`src/rtl/pipe_ctrl_pkg.sv`:
```
// Shared definitions for the pipeline controller: FSM state encodings,
// register-index width, the reg-0 constant and the bundle of enable and
// flush controls the controller drives.
package pipe_ctrl_pkg;

  // Register-file index width and the hard-wired zero register.
  localparam int                REG_W    = 4;
  localparam logic [REG_W-1:0]  REG_ZERO = '0;

  // Controller FSM states.
  localparam logic [1:0] ST_RUN   = 2'd0;
  localparam logic [1:0] ST_IMISS = 2'd1;
  localparam logic [1:0] ST_DMISS = 2'd2;
  localparam logic [1:0] ST_HALT  = 2'd3;

  // Width of the optional stall-cycle performance counter.
  localparam int PERF_W = 16;

  // Pipeline control outputs, kept together so each case picks one pattern.
  typedef struct packed {
    logic pc_en;
    logic ifid_en;
    logic exmem_en;
    logic memwb_en;
    logic ifid_flush;
    logic idex_flush;
  } ctrl_t;

  // Everything advances, nothing flushed.
  localparam ctrl_t CTRL_RUN    = 6'b1111_00;
  // Whole pipeline frozen while a data-cache fill is outstanding.
  localparam ctrl_t CTRL_FREEZE = 6'b0000_00;
  // Hold PC and IF/ID, inject a bubble into ID/EX, let EX and MEM drain.
  localparam ctrl_t CTRL_BUBBLE = 6'b0011_01;
  // Taken branch resolved in ID: squash the wrong-path fetch in IF/ID.
  localparam ctrl_t CTRL_BRANCH = 6'b1111_10;

endpackage

```
`src/rtl/pipe_ctrl_hazard_detect.sv`:
```
// Load-use hazard detector: flags when the instruction in ID reads the
// destination of a load currently in EX. Writes to register 0 never
// create a dependency. Purely combinational.
module hazard_detect
  import pipe_ctrl_pkg::*;
(
  input  logic [REG_W-1:0] id_rs,
  input  logic [REG_W-1:0] id_rt,
  input  logic             id_rs_used,
  input  logic             id_rt_used,
  input  logic             ex_memread,
  input  logic [REG_W-1:0] ex_rd,
  output logic             load_use
);

  logic rs_hit;
  logic rt_hit;

  assign rs_hit   = id_rs_used && (id_rs == ex_rd);
  assign rt_hit   = id_rt_used && (id_rt == ex_rd);
  assign load_use = ex_memread && (ex_rd != REG_ZERO) && (rs_hit || rt_hit);

endmodule

```
`src/rtl/pipe_ctrl.sv`:
```
// Pipeline stall/flush controller for a 5-stage in-order pipeline.
// Tracks instruction-cache misses, data-cache misses (which may nest inside
// an instruction miss) and HLT, and decodes PC / pipeline-register enables
// and bubble/flush requests. Optional feature: define PIPE_CTRL_PERF_EN to
// add the saturating stall_cycles performance counter output.
module pipe_ctrl
  import pipe_ctrl_pkg::*;
(
  input  logic             clk,
  input  logic             rst,
  input  logic [REG_W-1:0] id_rs,
  input  logic [REG_W-1:0] id_rt,
  input  logic             id_rs_used,
  input  logic             id_rt_used,
  input  logic             ex_memread,
  input  logic [REG_W-1:0] ex_rd,
  input  logic             id_branch_taken,
  input  logic             id_halt,
  input  logic             icache_miss,
  input  logic             icache_fill_done,
  input  logic             dcache_miss,
  input  logic             dcache_fill_done,
  output logic             pc_en,
  output logic             ifid_en,
  output logic             exmem_en,
  output logic             memwb_en,
  output logic             ifid_flush,
  output logic             idex_flush,
  output logic             halted,
  output logic [1:0]       state
`ifdef PIPE_CTRL_PERF_EN
  ,
  output logic [PERF_W-1:0] stall_cycles
`endif
);

  logic [1:0] state_q, state_d;
  logic       imiss_pend_q, imiss_pend_d;
  logic       halted_q;
  logic       load_use;
  ctrl_t      ctrl;

  hazard_detect u_hazard_detect (
    .id_rs      (id_rs),
    .id_rt      (id_rt),
    .id_rs_used (id_rs_used),
    .id_rt_used (id_rt_used),
    .ex_memread (ex_memread),
    .ex_rd      (ex_rd),
    .load_use   (load_use)
  );

  // Next-state and output decode, highest-priority event first.
  always_comb begin
    // NOTE: every signal assigned here gets a default first so no path
    // leaves it unassigned and no latch is inferred.
    state_d      = state_q;
    imiss_pend_d = imiss_pend_q;
    ctrl         = CTRL_RUN;
    case (state_q)
      ST_RUN: begin
        if (dcache_miss) begin
          ctrl         = CTRL_FREEZE;
          state_d      = ST_DMISS;
          imiss_pend_d = 1'b0;
        end else if (icache_miss) begin
          ctrl    = CTRL_BUBBLE;
          state_d = ST_IMISS;
        end else if (load_use) begin
          // The stall wins over a taken branch; the branch re-resolves
          // next cycle once the load data is available.
          ctrl = CTRL_BUBBLE;
        end else if (id_branch_taken) begin
          ctrl = CTRL_BRANCH;
        end else if (id_halt) begin
          state_d = ST_HALT;
        end
      end
      ST_IMISS: begin
        if (dcache_miss) begin
          // Remember the instruction fill unless it completes this cycle.
          ctrl         = CTRL_FREEZE;
          state_d      = ST_DMISS;
          imiss_pend_d = !icache_fill_done;
        end else begin
          // Branch, load-use and halt are ignored while fetch is stalled.
          ctrl = CTRL_BUBBLE;
          if (icache_fill_done) state_d = ST_RUN;
        end
      end
      ST_DMISS: begin
        ctrl = CTRL_FREEZE;
        if (icache_fill_done) imiss_pend_d = 1'b0;
        if (dcache_fill_done) begin
          state_d      = (imiss_pend_q && !icache_fill_done) ? ST_IMISS : ST_RUN;
          imiss_pend_d = 1'b0;
        end
      end
      default: begin
        // HALT: drain EX/MEM, hold fetch; only reset leaves this state.
        ctrl = CTRL_BUBBLE;
      end
    endcase
    // Outputs read as a free-running pipeline while reset is held.
    if (!rst) ctrl = CTRL_RUN;
  end

  // FSM state, pending-instruction-miss flag and registered halted flag.
  always_ff @(posedge clk or negedge rst) begin
    if (!rst) begin
      state_q      <= ST_RUN;
      imiss_pend_q <= 1'b0;
      halted_q     <= 1'b0;
    end else begin
      // NOTE: state registers use non-blocking assignments so every flop
      // samples values from before this edge, independent of statement order.
      state_q      <= state_d;
      imiss_pend_q <= imiss_pend_d;
      halted_q     <= (state_d == ST_HALT);
    end
  end

`ifdef PIPE_CTRL_PERF_EN
  logic [PERF_W-1:0] stall_q;

  // Count cycles where fetch is stalled by a hazard or miss (not by HLT).
  always_ff @(posedge clk or negedge rst) begin
    if (!rst) begin
      stall_q <= '0;
    end else if (!ctrl.pc_en && (state_q != ST_HALT) && (stall_q != '1)) begin
      stall_q <= stall_q + 16'd1;
    end
  end

  assign stall_cycles = stall_q;
`endif

  assign pc_en      = ctrl.pc_en;
  assign ifid_en    = ctrl.ifid_en;
  assign exmem_en   = ctrl.exmem_en;
  assign memwb_en   = ctrl.memwb_en;
  assign ifid_flush = ctrl.ifid_flush;
  assign idex_flush = ctrl.idex_flush;
  assign halted     = halted_q;
  assign state      = state_q;

endmodule

```
`config.mk`:
```
export PLATFORM = sky130hd
export DESIGN_NAME = pipe_ctrl
export DESIGN_NICKNAME = d
export VERILOG_FILES = /design/src/rtl/pipe_ctrl_pkg.sv /design/src/rtl/pipe_ctrl_hazard_detect.sv /design/src/rtl/pipe_ctrl.sv
export SDC_FILE = /design/constraint.sdc
export NUM_CORES = 1
export LEC_CHECK = 0
export ABC_AREA = 1
export CAP_MARGIN = 20
export CORE_AREA = 3 3 40 42
export DETAILED_ROUTE_END_ITERATION = 16
export DIE_AREA = 0 0 43 45
export PLACE_DENSITY = 0.85
export SYNTH_ARGS = -nofsm -noshare
export SYNTH_HDL_FRONTEND = slang
export SYNTH_SLANG_ARGS = --single-unit
```
`constraint.sdc`:
```
create_clock -name clk -period 2.8 [get_ports clk]
set_clock_uncertainty 0.1 [all_clocks]
set_input_delay 0.56 -clock clk [delete_from_list [all_inputs] [get_ports clk]]
set_output_delay 0.56 -clock clk [all_outputs]
set_load 0.1 [all_outputs]
```
== Word level (Yosys, flattened, before mapping) ==
Index checks and enable logic that the tools add are counted.

* Word-level logic and storage cells: 44
* Memories: 0
* Bits in latches: 0
* Bits in read-only memories: 0
* Register bits: 4
* Bits of input ports: 23
* Bits in writable memories: 0

* Equality and inequality tests: 8
* $add $sub $neg: 0
* Order comparisons: 0
* Bitwise logic cells: 0
* Shifts and indexed selects: 0
* Div/mod/pow operators: 0
* Reduce and logical (&&, ||, !) cells: 11
* Multipliers: 0
* Muxes and demuxes: 22

{| class="wikitable"
|+ Operators by type and width
! cell !! count
|-
| $mux W6 || 4
|-
| $mux W2 || 9
|-
| $pmux W6 S3 || 1
|-
| $eq A4 B4 Y1 || 2
|-
| $pmux W2 S3 || 1
|-
| $logic_and A1 B1 Y1 || 5
|-
| $mux W1 || 5
|-
| $eq A2 B2 Y1 const B || 2
|-
| $mux W4 || 1
|-
| $ne A2 B2 Y1 const B || 2
|-
| $reduce_and A4 Y1 || 1
|-
| $reduce_bool A4 Y1 || 1
|-
| $ne A3 B3 Y1 const B || 1
|-
| $pmux W1 S3 || 1
|-
| $reduce_bool A3 Y1 || 1
|-
| $eq A2 B1 Y1 const B || 1
|-
| $logic_not A2 Y1 || 1
|-
| $logic_not A1 Y1 || 1
|-
| $logic_or A1 B1 Y1 || 1
|}

== Longest topological paths before layout ==
Gate-level depths: netlist (run 1).

* Depth in word-level cells: 9
* Gate-level depth with buffers: 11
* Gate-level depth less buffers: 11

== Hierarchy ==
From an unflattened synthesis (run 1), not the netlist that was laid out.

* Cell total of the unflattened synthesis: 87
* Area, all modules: 481.7 sq um

{| class="wikitable"
|+ By module, submodules not included
! module !! seq. area each (sq um) !! cells each !! times used !! area each (sq um)
|-
| pipe_ctrl || 100.1 || 50 || 1 || 316.6
|-
| hazard_detect || 0.0 || 37 || 1 || 165.2
|}

== Worst setup path after synthesis (run 1) ==
No wires, ideal clock.

* Path kind: register to output
* Start: reg state_q[0], in the netlist state[0]
* End: out idex_flush
* Data arrival time: 2.974 ns
* Stages on the path, launching flop included: 7
* Path slack: -0.834 ns
* Required time: 2.140 ns
* Path through: dfrtp_1 inv_1 nand2_1 o21ai_0 inv_1 nand2_1 a21oi_1

* Cells in the longest elaborated chain, start to end: 3
* Elaborated cells between the ends (all ways): 5
* Those cells by class: eq/ne: 2; mux: 2; reduce/logical: 1

{| class="wikitable"
|+ RTL lines
! item !! line !! RTL
|-
| start, declared || pipe_ctrl.sv:37 || <nowiki>logic [1:0] state_q, state_d;</nowiki>
|-
| start signal, assigned || pipe_ctrl.sv:117 || <nowiki>state_q <= state_d;</nowiki>
|-
| $eq A2 B2 Y1, or another cell as far along || pipe_ctrl.sv:60 || <nowiki>case (state_q)</nowiki>
|-
| $pmux W6 S3 * || pipe_ctrl.sv:60 ||
|-
| $mux W6 * || pipe_ctrl.sv:105 || <nowiki>if (!rst) ctrl = CTRL_RUN;</nowiki>
|-
| end, declared || pipe_ctrl.sv:28 || <nowiki>output logic idex_flush,</nowiki>
|}

Every way passes the cells marked *; elsewhere a longest branch is shown, timed or not.

== Final worst setup path (run 1) ==
* Start: in ex_rd[1]
* End: out idex_flush

* Cells in the longest elaborated chain, start to end: 9
* Elaborated cells between the ends (all ways): 13
* Those cells by class: eq/ne: 2; mux: 5; reduce/logical: 6

{| class="wikitable"
|+ RTL lines
! item !! line !! RTL
|-
| start, declared || pipe_ctrl.sv:16 || <nowiki>input logic [REG_W-1:0] ex_rd,</nowiki>
|-
| $eq A4 B4 Y1, on equally long branches || pipe_ctrl_hazard_detect.sv:19, pipe_ctrl_hazard_detect.sv:20 ||
|-
| $logic_and A1 B1 Y1, on equally long branches || pipe_ctrl_hazard_detect.sv:19, pipe_ctrl_hazard_detect.sv:20 ||
|-
| $logic_or A1 B1 Y1 || pipe_ctrl_hazard_detect.sv:21 || <nowiki>assign load_use = ex_memread && (ex_rd != REG_ZERO) && (rs_hit || rt_hit);</nowiki>
|-
| $logic_and A1 B1 Y1 * || pipe_ctrl_hazard_detect.sv:21 ||
|-
| $mux W6 * || pipe_ctrl.sv:69 || <nowiki>end else if (load_use) begin</nowiki>
|-
| $mux W6 * || pipe_ctrl.sv:66 || <nowiki>end else if (icache_miss) begin</nowiki>
|-
| $mux W6 * || pipe_ctrl.sv:62 || <nowiki>if (dcache_miss) begin</nowiki>
|-
| $pmux W6 S3 * || pipe_ctrl.sv:60 ||
|-
| $mux W6 * || pipe_ctrl.sv:105 ||
|}

Marks and branches as above.

==> flow_summary.toml, run 1 <==
[outcome]
outcome = "finished, final reports clean"

[synth]
synth_flop_cell = "dfrtp_1"
synthCells = 83
yosysWarnings = 0
netlist.area_leader.share_pct = 22.3
synth_commonest_cells = "27 x nand2_1, 14 x inv_1, 13 x nor2_1"
synth.distinct_cells = 17
syn_avg_cell_area_sq_um = 5.49
synth-seq-cells = 4
yosysTopAreaCell = "nand2_1"
synth_most_common_cell = "nand2_1"
syn-num-nets = 106
synthArstFlopShare_pct = 100
synthTopCellsByArea = "nand2_1 22%, dfrtp_1 22%, inv_1 12%, nor2_1 11%, nand3_1 4.4%"
ys_seq_area_share_pct = 22.0
synth-edff-count = 0
synthesis.area_sq_um = 455

[grt]
antenna_found_initial = 0
grt_pass1_vias = 565
grt_usage_pct = 14.1
overflow = 0
grt_pass1_wl_mm = 2.05
grt_max_degree = 8

[floorplan]
coreArea_sq_um = 1280
row_count = 13
die_w_microns = 43
start_util_pct = 35.4
pin_count = 32
die_y_microns = 45
die-area_sq_um = 1940

[run]
cap_violations = 0

[clocking]
clk-insertion-delay-late_ns = 0.24
clock-root-buffer = "clkbuf_4"
cts_setup_buffers = 0
ctsHoldBuffers = 0
cts.htree.levels = 1
cts_buffers = 3
cts.clk_slew.worst_paths_ns = 0.04
clockBufferDepth = 2
cts_tree = "built"
cts-resized-gates = 0
clock-sinks = 4

[timing]
worst_pin_slew_ns = 0.410
report.final.slew_viol_count = 0
fin_crit_sh_pct = 94.8
finalHoldViolCount = 0
finalHoldWorstSlack_ns = 0.441
finalSetupViolCount = 0
period_needed_ns = 2.65
worst_slack_ns = 0.145
max_freq_mhz = 377
relSlewSlack_pct = 72.5
rsz0062_at_grt = "no"

[critical_path]
cp_slowest_cell = "clkdlybuf4s50_1"
path_delay_family = "buffers and inverters"
cp.arrival_ns = 1.99
worstPathRequired_ns = 2.14
end_kind = "output pin"
cp_max_fo = 4
critPathBufInv = 3
max_stage_delay_ns = 0.53
crit_chain = "clkdlybuf4s50_1 -> inv_1 -> nand2_1 -> nand2_1 -> nor2_1 -> nand3_1 -> nand2_1 -> nand2_2 -> a21oi_2 -> buf_12"
cpMostUsedCell = "nand2_1"
cp-start-kind = "input port"
crit_type = "input port to output pin"

[finish]
nets = 141
multi_input_area_sq_um = 300
drive_gt1_share_pct = 20.5
seqCellArea_sq_um = 101
diodes = 0
area_delta_synth_final_pct = 91.8
final_util_pct = 68.0
n_fill_cell = 114

[route]
routedWlPerCell_microns = 9.47
antenna_left = 0
vias_per_cell = 4.63
drt_iter0_markers = 11
drt_first_pass_iters = 4
drc = 0
vias = 611
wl_mm = 1.25

[hold_path]
hold_class = "flop to flop"

[power]
p_comb_share_pct = 75.5
p_clk_share_pct = 10.2
power_uw = 786
vdd_ir_drop_max_v = 0.000669
power_leakage_nw = 0.437
seqPwrFrac_pct = 14.3
p_per_area_nw_per_um2 = 900
power.net_switching_uw = 463
swShare_pct = 58.9
cellInternalPower_uw = 323

[placed_design]
place_congestion = 0.771
dp_hpwl_mm = 1.12
place_ws_ns = 0.110
io_buffers = 31
-- state kept, by name, indices dropped and copies added (netlist names) --
name          count
imiss_pend_q      1
halted            1
state             2
-- metal layers --
metal  vias up  global-route usage (%)  wire [microns]
met2        23                    24.3             672
li1        324                       -               -
met5         -                       0               0
met3         2                    4.78              76
met1       262                    15.3             493
met4         0                    7.83               8
-- cell usage in the layout (no fill, tap or decap) --
cell,count
a21boi_0,1
a21oi_1,1
nand3_1,3
o211ai_1,1
xnor2_1,2
nor2_1,12
dfrtp_2,1
nor2_2,1
o21ai_0,2
inv_1,14
o22ai_1,1
inv_2,1
dfrtp_1,3
clkbuf_4,3
nand2_1,25
clkdlybuf4s50_1,22
a21oi_2,2
clkbuf_1,1
a211oi_1,1
nor3_1,4
buf_12,6
nand3_2,1
buf_4,4
nand2_2,5
-- final timing paths --
path | startpoint | slack, ns | depth (start not counted) | to
max in group asynchronous | rst | 1.78 | 2 | state[0]$_DFF_PN0_
hold / removal | imiss_pend_q$_DFFE_PN0P_ | 0.44 | 2 | imiss_pend_q$_DFFE_PN0P_
min in group asynchronous | rst | 0.47 | 1 | imiss_pend_q$_DFFE_PN0P_
hold reg to reg | imiss_pend_q$_DFFE_PN0P_ | 0.44 | 2 | imiss_pend_q$_DFFE_PN0P_
setup / recovery | ex_rd[1] | 0.15 | 10 | idex_flush
setup reg to reg | state[0]$_DFF_PN0_ | 1.44 | 6 | halted$_DFF_PN0_
-- logic make-up (layout without fill, tap and decap cells) --
kind of cell	count (synthesis)	after routing	synth area share [%]
DFF	4	4	22.0
buffers and inverters	17	51	15.7
AOI/OAI and AO/OA	9	9	12.6
and+or+nand+nor	51	51	45.9
xor gates and xnor gates	2	2	3.85
-- power groups by stage --
| stage | combinational, mW | sequential [mW] | clock [mW] |
|---|---|---|---|
| detailed placement | 0.593 | 0.114 | 0 |
| finish | 0.593 | 0.113 | 0.0800 |
| global route | 0.622 | 0.116 | 0.0879 |
| global placement | 0.588 | 0.113 | 0 |
| CTS | 0.594 | 0.113 | 0.0816 |
| floorplan | 0.290 | 0.245 | 0 |
-- worst register-to-register path: stages (launching register included) --
cell	delay (ns)
dfrtp_2	0.43
inv_1	0.09
nor2_1	0.05
nand2_1	0.08
nor2_1	0.04
a211oi_1	0.35
a21oi_2	0.10
-- layout make-up --
class / count / share of cell area [%]
Multi-Input combinational cell: 62 / 34.4
Inverter: 15 / 6.45
Timing Repair Buffer: 32 / 42.4
Tap cell: 15 / 2.15
Sequential cell: 4 / 11.6
Clock buffer: 4 / 3.01
-- per-stage QoR --
stage | cells | cell area (sq um) | setup TNS [ns]
floorplan | 83 | 468 | -0.132
global placement | 128 | 842 | 0
detailed placement | 128 | 842 | 0
CTS | 132 | 868 | 0
global route | 132 | 873 | 0
finish | 132 | 873 | 0
Note: power is estimated with default switching activity, not from simulation.
==> inputs of run 2 (changes only) <==
--- a/config.mk
+++ b/config.mk
@@ -11,6 +11,7 @@
 export DETAILED_ROUTE_END_ITERATION = 16
 export DIE_AREA = 0 0 43 45
 export PLACE_DENSITY = 0.85
+export SKIP_LAST_GASP = 1
 export SYNTH_ARGS = -nofsm -noshare
 export SYNTH_HDL_FRONTEND = slang
 export SYNTH_SLANG_ARGS = --single-unit
==> results of run 2 <==
Final layout, timing and power as in run 1 (identical DEF).
